===== config.mk =====
export PLATFORM = sky130hd
export DESIGN_NAME = id_ex_stage_flat
export DESIGN_NICKNAME = d
export VERILOG_FILES = /design/src/rtl/mips_pkg.sv /design/src/rtl/id_ex_stage_if.sv /design/src/rtl/id_ex_stage_load_use_detect.sv /design/src/rtl/id_ex_stage.sv /design/src/flat_wrapper.sv
export SDC_FILE = /design/constraint.sdc
export NUM_CORES = 1
export LEC_CHECK = 0
export BUFFER_PORTS_ARGS = -buffer_cell sky130_fd_sc_hd__buf_4
export CAP_MARGIN = 10
export CORE_AREA = 2 2 126 128
export DETAILED_ROUTE_END_ITERATION = 10
export DIE_AREA = 0 0 128 130
export HOLD_SLACK_MARGIN = 0.08
export PLACE_DENSITY = 0.65
export SYNTH_ARGS = -nofsm -noshare
export SYNTH_HDL_FRONTEND = slang
export SYNTH_HIERARCHICAL = 1
export SYNTH_SLANG_ARGS = --single-unit

===== constraint.sdc =====
create_clock -name clk -period 6.5 [get_ports clk]
set_input_delay 0.975 -clock clk [delete_from_list [all_inputs] [get_ports clk]]
set_output_delay 0.975 -clock clk [all_outputs]
set_load 0.01 [all_outputs]

===== src/rtl/mips_pkg.sv =====
// mips_pkg: shared control-group layout, ALU op encodings and opcodes for the MIPS pipeline
package mips_pkg;
    localparam int WB_W  = 2;
    localparam int M_W   = 3;
    localparam int EXE_W = 4;

    localparam int WB_REG_WRITE  = 1;
    localparam int WB_MEM_TO_REG = 0;

    localparam int M_BRANCH    = 2;
    localparam int M_MEM_READ  = 1;
    localparam int M_MEM_WRITE = 0;

    localparam int EXE_REG_DST   = 3;
    localparam int EXE_ALU_OP_HI = 2;
    localparam int EXE_ALU_OP_LO = 1;
    localparam int EXE_ALU_SRC   = 0;

    typedef enum logic [1:0] {
        ALU_MEM   = 2'b00,
        ALU_BEQ   = 2'b01,
        ALU_RTYPE = 2'b10
    } alu_op_e;

    localparam logic [5:0] OP_R   = 6'd0;
    localparam logic [5:0] OP_LW  = 6'd35;
    localparam logic [5:0] OP_SW  = 6'd43;
    localparam logic [5:0] OP_BEQ = 6'd4;
endpackage


===== src/rtl/id_ex_stage_if.sv =====
// id_ex_stage_if: ID-side inputs, EX-side registered outputs and stall status of the ID/EX stage
interface id_ex_stage_if
    import mips_pkg::*;
#(
    parameter int DATA_W = 32,
    parameter int REG_AW = 5,
    parameter int CNT_W  = 16
);
    logic              id_valid;
    logic [WB_W-1:0]   id_wb;
    logic [M_W-1:0]    id_m;
    logic [EXE_W-1:0]  id_exe;
    logic [DATA_W-1:0] id_pc_plus4, id_rs_data, id_rt_data, id_imm;
    logic [REG_AW-1:0] id_rs, id_rt, id_rd;
    logic              flush;
    logic              ex_valid;
    logic [WB_W-1:0]   ex_wb;
    logic [M_W-1:0]    ex_m;
    logic [EXE_W-1:0]  ex_exe;
    logic [DATA_W-1:0] ex_pc_plus4, ex_rs_data, ex_rt_data, ex_imm;
    logic [REG_AW-1:0] ex_rs, ex_rt, ex_rd;
    logic              stall;
    logic [CNT_W-1:0]  stall_cycles;

    modport master (
        output id_valid, id_wb, id_m, id_exe, id_pc_plus4, id_rs_data, id_rt_data, id_imm,
               id_rs, id_rt, id_rd, flush,
        input  ex_valid, ex_wb, ex_m, ex_exe, ex_pc_plus4, ex_rs_data, ex_rt_data, ex_imm,
               ex_rs, ex_rt, ex_rd, stall, stall_cycles
    );

    modport slave (
        input  id_valid, id_wb, id_m, id_exe, id_pc_plus4, id_rs_data, id_rt_data, id_imm,
               id_rs, id_rt, id_rd, flush,
        output ex_valid, ex_wb, ex_m, ex_exe, ex_pc_plus4, ex_rs_data, ex_rt_data, ex_imm,
               ex_rs, ex_rt, ex_rd, stall, stall_cycles
    );
endinterface


===== src/rtl/id_ex_stage_load_use_detect.sv =====
// load_use_detect: flags an ID instruction that reads the register a load in EX has not yet produced
module load_use_detect #(
    parameter int REG_AW = 5
) (
    input  logic              ex_valid,
    input  logic              ex_mem_read,
    input  logic [REG_AW-1:0] ex_rt,
    input  logic              id_valid,
    input  logic [REG_AW-1:0] id_rs,
    input  logic [REG_AW-1:0] id_rt,
    input  logic              id_mem_read,
    output logic              load_use
);
    // a load's rt is its destination, so it only counts as a source for non-loads
    assign load_use = ex_valid & ex_mem_read & (ex_rt != '0) & id_valid &
                      ((ex_rt == id_rs) | ((ex_rt == id_rt) & ~id_mem_read));
endmodule


===== src/rtl/id_ex_stage.sv =====
// id_ex_stage: ID/EX pipeline register with load-use bubble insertion, MEM flush and stall-cycle counting
module id_ex_stage
    import mips_pkg::*;
#(
    parameter int DATA_W = 32,
    parameter int REG_AW = 5,
    parameter int CNT_W  = 16
) (
    input logic          clk,
    input logic          rst_n,
    id_ex_stage_if.slave bus
);
    logic              load_use, bubble, valid_q;
    logic [WB_W-1:0]   wb_q;
    logic [M_W-1:0]    m_q;
    logic [EXE_W-1:0]  exe_q;
    logic [DATA_W-1:0] pc_q, rs_data_q, rt_data_q, imm_q;
    logic [REG_AW-1:0] rs_q, rt_q, rd_q;
    logic [CNT_W-1:0]  cnt_q;

    load_use_detect #(.REG_AW(REG_AW)) u_load_use_detect (
        .ex_valid    (valid_q),
        .ex_mem_read (m_q[M_MEM_READ]),
        .ex_rt       (rt_q),
        .id_valid    (bus.id_valid),
        .id_rs       (bus.id_rs),
        .id_rt       (bus.id_rt),
        .id_mem_read (bus.id_m[M_MEM_READ]),
        .load_use    (load_use)
    );

    // a flush squashes the hazard, so the stall and its count are suppressed
    assign bus.stall = load_use & ~bus.flush;
    assign bubble    = bus.flush | bus.stall | ~bus.id_valid;

    always_ff @(posedge clk) begin
        if (!rst_n) begin
            valid_q   <= 1'b0;
            wb_q      <= '0;
            m_q       <= '0;
            exe_q     <= '0;
            pc_q      <= '0;
            rs_data_q <= '0;
            rt_data_q <= '0;
            imm_q     <= '0;
            rs_q      <= '0;
            rt_q      <= '0;
            rd_q      <= '0;
            cnt_q     <= '0;
        end else begin
            valid_q   <= ~bubble;
            wb_q      <= bubble ? '0 : bus.id_wb;
            m_q       <= bubble ? '0 : bus.id_m;
            exe_q     <= bubble ? '0 : bus.id_exe;
            pc_q      <= bus.id_pc_plus4;
            rs_data_q <= bus.id_rs_data;
            rt_data_q <= bus.id_rt_data;
            imm_q     <= bus.id_imm;
            rs_q      <= bus.id_rs;
            rt_q      <= bus.id_rt;
            rd_q      <= bus.id_rd;
            if (bus.stall && cnt_q != '1) cnt_q <= cnt_q + CNT_W'(1);
        end
    end

    assign bus.ex_valid     = valid_q;
    assign bus.ex_wb        = wb_q;
    assign bus.ex_m         = m_q;
    assign bus.ex_exe       = exe_q;
    assign bus.ex_pc_plus4  = pc_q;
    assign bus.ex_rs_data   = rs_data_q;
    assign bus.ex_rt_data   = rt_data_q;
    assign bus.ex_imm       = imm_q;
    assign bus.ex_rs        = rs_q;
    assign bus.ex_rt        = rt_q;
    assign bus.ex_rd        = rd_q;
    assign bus.stall_cycles = cnt_q;
endmodule


===== src/flat_wrapper.sv =====
// flat-port wrapper written by rule: the top's interface ports become plain ports
module id_ex_stage_flat import mips_pkg::*;
#(
    parameter int DATA_W = 32,
    parameter int REG_AW = 5,
    parameter int CNT_W  = 16
)
  (clk, rst_n, bus_id_valid, bus_id_wb, bus_id_m, bus_id_exe, bus_id_pc_plus4, bus_id_rs_data, bus_id_rt_data, bus_id_imm, bus_id_rs, bus_id_rt, bus_id_rd, bus_flush, bus_ex_valid, bus_ex_wb, bus_ex_m, bus_ex_exe, bus_ex_pc_plus4, bus_ex_rs_data, bus_ex_rt_data, bus_ex_imm, bus_ex_rs, bus_ex_rt, bus_ex_rd, bus_stall, bus_stall_cycles);
  id_ex_stage_if #(.DATA_W(DATA_W), .REG_AW(REG_AW), .CNT_W(CNT_W)) bus_i ();
  input logic clk;
  input logic rst_n;
  input wire logic [$bits(bus_i.id_valid)-1:0] bus_id_valid;
  input wire logic [$bits(bus_i.id_wb)-1:0] bus_id_wb;
  input wire logic [$bits(bus_i.id_m)-1:0] bus_id_m;
  input wire logic [$bits(bus_i.id_exe)-1:0] bus_id_exe;
  input wire logic [$bits(bus_i.id_pc_plus4)-1:0] bus_id_pc_plus4;
  input wire logic [$bits(bus_i.id_rs_data)-1:0] bus_id_rs_data;
  input wire logic [$bits(bus_i.id_rt_data)-1:0] bus_id_rt_data;
  input wire logic [$bits(bus_i.id_imm)-1:0] bus_id_imm;
  input wire logic [$bits(bus_i.id_rs)-1:0] bus_id_rs;
  input wire logic [$bits(bus_i.id_rt)-1:0] bus_id_rt;
  input wire logic [$bits(bus_i.id_rd)-1:0] bus_id_rd;
  input wire logic [$bits(bus_i.flush)-1:0] bus_flush;
  output wire logic [$bits(bus_i.ex_valid)-1:0] bus_ex_valid;
  output wire logic [$bits(bus_i.ex_wb)-1:0] bus_ex_wb;
  output wire logic [$bits(bus_i.ex_m)-1:0] bus_ex_m;
  output wire logic [$bits(bus_i.ex_exe)-1:0] bus_ex_exe;
  output wire logic [$bits(bus_i.ex_pc_plus4)-1:0] bus_ex_pc_plus4;
  output wire logic [$bits(bus_i.ex_rs_data)-1:0] bus_ex_rs_data;
  output wire logic [$bits(bus_i.ex_rt_data)-1:0] bus_ex_rt_data;
  output wire logic [$bits(bus_i.ex_imm)-1:0] bus_ex_imm;
  output wire logic [$bits(bus_i.ex_rs)-1:0] bus_ex_rs;
  output wire logic [$bits(bus_i.ex_rt)-1:0] bus_ex_rt;
  output wire logic [$bits(bus_i.ex_rd)-1:0] bus_ex_rd;
  output wire logic [$bits(bus_i.stall)-1:0] bus_stall;
  output wire logic [$bits(bus_i.stall_cycles)-1:0] bus_stall_cycles;
  assign bus_i.id_valid = bus_id_valid;
  assign bus_i.id_wb = bus_id_wb;
  assign bus_i.id_m = bus_id_m;
  assign bus_i.id_exe = bus_id_exe;
  assign bus_i.id_pc_plus4 = bus_id_pc_plus4;
  assign bus_i.id_rs_data = bus_id_rs_data;
  assign bus_i.id_rt_data = bus_id_rt_data;
  assign bus_i.id_imm = bus_id_imm;
  assign bus_i.id_rs = bus_id_rs;
  assign bus_i.id_rt = bus_id_rt;
  assign bus_i.id_rd = bus_id_rd;
  assign bus_i.flush = bus_flush;
  assign bus_ex_valid = bus_i.ex_valid;
  assign bus_ex_wb = bus_i.ex_wb;
  assign bus_ex_m = bus_i.ex_m;
  assign bus_ex_exe = bus_i.ex_exe;
  assign bus_ex_pc_plus4 = bus_i.ex_pc_plus4;
  assign bus_ex_rs_data = bus_i.ex_rs_data;
  assign bus_ex_rt_data = bus_i.ex_rt_data;
  assign bus_ex_imm = bus_i.ex_imm;
  assign bus_ex_rs = bus_i.ex_rs;
  assign bus_ex_rt = bus_i.ex_rt;
  assign bus_ex_rd = bus_i.ex_rd;
  assign bus_stall = bus_i.stall;
  assign bus_stall_cycles = bus_i.stall_cycles;
  id_ex_stage #(.DATA_W(DATA_W), .REG_AW(REG_AW), .CNT_W(CNT_W)) u_core (.clk(clk), .rst_n(rst_n), .bus(bus_i));
endmodule

==> results of run 1 <==
[placed cells by master, fill, tap and decap left out, types with 2 or more instances in the layout]
master	instances
dfxtp_1	169
inv_6	4
nand3_1	4
and2_1	152
nand2b_1	4
mux2i_1	3
clkbuf_1	2
o21ai_0	5
and3_1	3
or3_1	4
clkbuf_8	2
nand4_1	7
a21oi_1	11
xor2_1	5
o31ai_1	5
clkbuf_16	17
nor3_1	3
clkinvlp_4	3
or4_1	6
nand2_1	9
nor4_1	3
buf_4	326
clkinv_4	3
nor2_1	3
inv_1	4
xnor2_1	6
[flip-flops by register name (all words and copies together) (netlist names)]
| register | cells |
|---|---|
| u_core/bus.ex_rt | 5 |
| u_core/bus.ex_rs | 5 |
| u_core/bus.ex_pc_plus4 | 32 |
| u_core/bus.ex_rs_data | 32 |
| u_core/bus.ex_m | 3 |
| u_core/bus.ex_rd | 5 |
| u_core/bus.ex_rt_data | 32 |
| u_core/bus.stall_cycles | 16 |
| u_core/bus.ex_imm | 32 |
| u_core/bus.ex_wb | 2 |
| u_core/bus.ex_valid | 1 |
| u_core/bus.ex_exe | 4 |
[area by class of cell]
class	instances	area (sq um)
Clock buffer	21	460
Clock inverter	11	88.8
Fill cell	1382	7240
Inverter	4	15.0
Multi-Input combinational cell	243	1550
Sequential cell	169	3380
Tap cell	192	240
Timing Repair Buffer	326	2450
[worst max-delay path, cell delays in order]
cell     delay [ns]
buf_4          0.11
xnor2_1        0.14
nand4_1        0.11
or3_1          0.36
a21oi_1        0.24
nor2b_1        0.33
buf_4          0.19
[logic make-up (layout without fill, tap and decap cells)]
kind of cell,Yosys count,after routing
flops,169,169
compound gates,27,27
buf+inv,23,362
mux,3,3
simple gates,201,201
fa+ha+maj,1,1
xor+xnor,11,11
[report_power, final]
part	internal (mW)	switching, mW
registers	1.08	0.0160
logic	0.142	0.0825
clock network	0.515	0.413
[routing by layer]
metal	up-vias	track usage (%)	part of all wire, %
met1	1858	17.0	37
met3	25	8.65	11
met2	199	27.0	50
met5	-	0	0.093
met4	2	6.85	2.1
li1	2051	-	-
[metrics by stage]
stage          area [sq um]  util, %  power (mW)  cells  hold WS [ns]
2_1_floorplan          5020        -        1.19    435         0.511
3_3_place_gp           7640     49.5        1.35    934         0.498
3_5_place_dp           7640     49.5        1.35    934         0.507
4_1_cts                8190     53.1        2.28    966         0.517
5_1_grt                8190     53.1        2.34    966         0.546
6_report               8190     53.1        2.25    966         0.525
[worst max path at each step]
stage	depth (start not counted)	slack (ns)	end	start
3_5_place_dp	9	3.02	u_core/bus.stall_cycles[7]	bus_id_rt[1]
5_1_grt	7	2.92	bus_stall	bus_id_rt[4]
4_1_cts	7	3.07	bus_stall	bus_id_rt[4]
3_3_place_gp	7	3.10	bus_stall	bus_id_rt[1]
2_1_floorplan	9	3.40	u_core/bus.stall_cycles[11]	bus_id_rt[1]
6_report	7	3.07	bus_stall	bus_id_rt[4]
==> impl_metrics.csv, run 1 <==
group,metric,value,unit
clocking,htree_levels,4,
place,place.gp.congestion,0.853,
sta,skew,0.00413,ns
clocking,cts_setup_buffers,0,
global_routing,grt_max_degree,104,
logic_synthesis,muxShareOfSynthArea,0.598,%
logic_synthesis,yosys.area.top_type_share,67.3,%
hold_path,hold_depth,2,
routing,drt_iter0_drc,183,
logic_synthesis,synth_nets,592,
routing,post_drt_wl_per_cell,14.5,um
routing,drt_wl_total,14000,um
global_routing,grt_pass1_vias,4121,
routing,viasPerCell,4.28,
die,fp.dieW,128,um
sta,setup_slack,3.07,ns
critical_path,startpoint_type,"primary input",
hold_path,min_path_type,"reg2reg",
global_routing,grt_use_total,16.1,%
cells_and_area,area_delta_synth_final,63.0,%
logic_synthesis,synthAdderAreaFrac,0.249,%
global_routing,antenna_found_initial,1,
logic_synthesis,synth_common_cells,"169 x dfxtp_1, 152 x and2_1, 18 x clkbuf_1",
sta,worst_pin_slew,0.897,ns
sta,report.final.slew_viol_count,0,
cells_and_area,nets,918,
logic_synthesis,synthXorXnorAreaFrac,1.92,%
critical_path,r2r_slack,3.71,ns
critical_path,cp-end-kind,"output port",
clocking,clk_latency,0.41,ns
power_and_ir_drop,power_leakage,3.85,nW
power_and_ir_drop,power_per_cell_area,275,mW/mm^2
sta,min_period_over_period,52.8,%
logic_synthesis,syn-mean-instance-area,11.5,sq um
die,core_region_area,0.0154,sq mm
sta,hold_violations,0,
critical_path,critical_path_arrival,2.46,ns
logic_synthesis,synth_area_leader_cell,"dfxtp_1",
logic_synthesis,yosysWarnings,6,
clocking,root_buffer,"clkbuf_16",
sta,period_minus_slack,3.43,ns
place,dp_hpwl,10800,um
global_routing,grt_pass1_wl,20600,um
logic_synthesis,synth_top_family_by_area,"simple AND/OR/NAND/NOR gates",
power_and_ir_drop,ir_drop,0.163,mV
sta,finalSetupTns,0,ns
die,dieArea,0.0166,sq mm
logic_synthesis,seq_area_frac_synth,67.3,%
die,start_util,32.6,%
logic_synthesis,synth-simple-area-share,24.6,%
clocking,cts_hold_buf,0,
logic_synthesis,syn_area,0.00502,sq mm
clocking,cts_tree,"yes",
routing,dr_total_vias,4135,
die,rows,46,
critical_path,crit_type,"in2out",
critical_path,worstPathRequired,5.52,ns
logic_synthesis,synth_compound_area_share,3.54,%
routing,dr.pass1.iters,4,
die,pin_count,326,
routing,antenna_left,0,
hold_path,worstHoldEndpoint,"u_core/bus.stall_cycles[7]",
sta,setup_viol,0,
logic_synthesis,ys_ff_latch,169,
critical_path,regToRegEndpoint,"u_core/bus.stall_cycles[7]",
logic_synthesis,synthTopCellsByArea,"dfxtp_1 67%, and2_1 19%, clkbuf_1 1.3%",
sta,max_freq,291,MHz
critical_path,r2r.worst_path.cells,8,
routing,drc,0,
hold_path,worst_hold_startpoint,"u_core/bus.stall_cycles[7]",
clocking,cts.sinks,169,
logic_synthesis,synth_cells,435,
sta,rsz0062_at_grt,"no",
place,io_buffer_count,325,
global_routing,gr-total-overflow,0,
logic_synthesis,yosysMostFrequentCell,"dfxtp_1",
clocking,clk_pin_slew,0.06,ns
critical_path,crit_fanout,4,
logic_synthesis,synth_edf_count,0,
sta,relSlewSlack,39.6,%
logic_synthesis,synthArstFlopShare,0,%
die,die_y,130,um
logic_synthesis,ys_types,31,
cells_and_area,antenna_cells,0,
place,post-place-ws,3.02,ns
clocking,clock_path_buffers,2,
critical_path,r2r_start,"u_core/bus.ex_rt[4]",
logic_synthesis,synth_top_flop_cell,"dfxtp_1",
clocking,numCtsBuffers,17,
job,drv_cap,0,
clocking,cts-resized-gates,0,
run_status,status,"finished clean",
cells_and_area,layout-drive-gt1-share,46.3,%
(Power assumes the default switching activity.)
==> run 2, diff against run 1 <==
Settings changed: CORE_AREA 2 2 126 128 to 2 2 127 129, DIE_AREA 0 0 128 130 to 0 0 129 131, PLACE_DENSITY 0.65 to unset.
Clock period 6.5 ns to 3.6 ns, I/O delays scaled along.
==> run 2 against run 1 <==
  * Combinational power up 82%
  * Non-clock buffer count unchanged
  * Sequential cell count unchanged
  * Die area up 1.6%
  * Register-to-register slack worse by 2.9 ns
  * First-iteration DRC count up 25%
  * Critical path type is now reg2reg
  * Largest cell class unchanged
  * Largest power group unchanged
  * Highest routed layer is now met4
==> impl_metrics.csv, run 2 (synthesized netlist as in run 1, its figures left out) <==
group,metric,value,unit
place,dp_hpwl,11400,um
die,core_region_area,0.0156,sq mm
critical_path,critical_path_arrival,3.15,ns
cells_and_area,antenna_cells,0,
sta,setup_slack,0.782,ns
routing,antenna_left,0,
critical_path,r2r.worst_path.cells,8,
critical_path,r2r_slack,0.78,ns
routing,dr.pass1.iters,7,
cells_and_area,regArea,0.00338,sq mm
die,rows,46,
cells_and_area,fin_util,52.9,%
cells_and_area,area_delta_synth_final,64.3,%
power_and_ir_drop,power,4.19,mW
critical_path,cp_cell_sequence,"xnor2_1 -> nand4_1 -> or3_1 -> a21oi_1 -> nor2b_1 -> nand4_1 -> or4_1 -> a21oi_1",
cells_and_area,num-fill-cells,1400,
clocking,cts_setup_buffers,0,
sta,relSlewSlack,38.5,%
sta,rsz0062_at_grt,"no",
routing,dr_total_vias,4150,
critical_path,r2r_start,"u_core/bus.ex_rt[4]",
cells_and_area,multi_input_area,0.00155,sq mm
critical_path,crit_type,"reg2reg",
routing,post_drt_wl_per_cell,15.0,um
die,pin_count,326,
critical_path,crit_path_end,"u_core/bus.stall_cycles[11]",
place,io_buffer_count,325,
critical_path,crit_start,"u_core/bus.ex_rt[4]",
critical_path,worstPathRequired,3.94,ns
power_and_ir_drop,power_per_cell_area,508,mW/mm^2
global_routing,grt_pass1_wl,21100,um
global_routing,gr-total-overflow,0,
clocking,cts-resized-gates,0,
die,start_util,32.2,%
sta,skew,0.00644,ns
cells_and_area,nets,918,
power_and_ir_drop,power_leakage,3.87,nW
sta,setup_viol,0,
sta,worst_pin_slew,0.914,ns
cells_and_area,layout-drive-gt1-share,46.4,%
clocking,clock_path_buffers,2,
clocking,root_buffer,"clkbuf_16",
clocking,cts_tree,"yes",
critical_path,regToRegEndpoint,"u_core/bus.stall_cycles[11]",
global_routing,antenna_found_initial,0,
cells_and_area,mostFrequentLayoutCell,"buf_4",
place,place.gp.congestion,0.855,
clocking,numCtsBuffers,17,
global_routing,grt_max_degree,78,
sta,max_freq,355,MHz
cells_and_area,design_area,0.00825,sq mm
job,drv_cap,0,
clocking,cts.sinks,169,
routing,drt_wl_total,14800,um
sta,finalSetupTns,0,ns
cells_and_area,most-common-layout-cells,"326 x buf_4, 169 x dfxtp_1, 152 x and2_1",
run_status,status,"finished clean",
clocking,cts_hold_buf,0,
clocking,htree_levels,4,
place,dpl_cell_area,0.00767,sq mm
sta,min_period_over_period,78.3,%
sta,period_minus_slack,2.82,ns
critical_path,crit_slowest_cell,"or4_1",
die,die_y,131,um
die,fp.dieW,129,um
die,dieArea,0.0169,sq mm
power_and_ir_drop,ir_drop,0.325,mV
sta,hold_violations,0,
place,post-place-ws,0.574,ns
critical_path,cp-end-kind,"register",
critical_path,startpoint_type,"register",
critical_path,cpPeakStageDelay,0.60,ns
critical_path,crit_fanout,11,
global_routing,grt_pass1_vias,3994,
routing,drc,0,
clocking,clk_pin_slew,0.06,ns
hold_path,min_path_type,"in2reg",
clocking,clk_latency,0.41,ns
routing,drt_iter0_drc,229,
sta,report.final.slew_viol_count,0,
global_routing,grt_use_total,16.7,%
routing,viasPerCell,4.19,
-- run 2: changes by cell type in the layout (fill, tap and decap cells not counted) --
cell and change:
bufinv_16 +2, clkinv_2 +2, clkbuf_1 -1, clkbuf_8 -1, clkinv_4 -2
-- run 2: metrics by stage --
stage | instances | hold slack, ns
final | 990 | 0.325
after detailed placement | 958 | 0.522
after floorplan | 435 | 0.511
after global placement | 958 | 0.497
after global routing | 990 | 0.300
after CTS | 990 | 0.300
-- run 2: where the power goes --
group | switching (mW) | internal (mW) | total [mW]
sequential | 0.0277 | 1.96 | 1.99
clock | 0.750 | 1.05 | 1.80
combinational | 0.153 | 0.256 | 0.408
total | 0.930 | 3.26 | 4.19
-- run 2: how the worst min path moves through the flow --
stage,to,slack (ns),start,depth (start not counted)
finish,u_core/bus.ex_exe[2],0.32,bus_id_exe[2],2
global route,u_core/bus.ex_rt_data[28],0.30,bus_id_rt_data[28],2
CTS,u_core/bus.ex_exe[0],0.30,bus_id_exe[0],2
detailed placement,u_core/bus.stall_cycles[7],0.52,u_core/bus.stall_cycles[7],2
global placement,u_core/bus.stall_cycles[7],0.50,u_core/bus.stall_cycles[7],2
floorplan,u_core/bus.stall_cycles[15],0.51,u_core/bus.stall_cycles[15],2
-- run 2: per-layer routing --
| metal | track usage [%] | up-vias | routed length, um |
|---|---|---|---|
| met2 | 27.9 | 201 | 7440 |
| met4 | 7.86 | 0 | 371 |
| met5 | 0 | - | 0 |
| met3 | 8.43 | 24 | 1530 |
| met1 | 17.7 | 1864 | 5460 |
| li1 | - | 2061 | - |
-- run 2: critical path: cells and delay by family (launching register included) --
| family | cells | cell delay [ns] |
|---|---|---|
| compound gates | 2 | 0.38 |
| xor+xnor | 1 | 0.16 |
| simple gates | 5 | 1.78 |
| flops | 1 | 0.41 |
-- run 2: final cells by class --
cell class                 count  area share [%]
timing repair buffer         326            29.7
inverter                       4           0.182
clock buffer                  19            5.37
sequential                   169            41.0
clock inverter                13            1.71
tap                          216            3.27
multi-input combinational    243            18.8
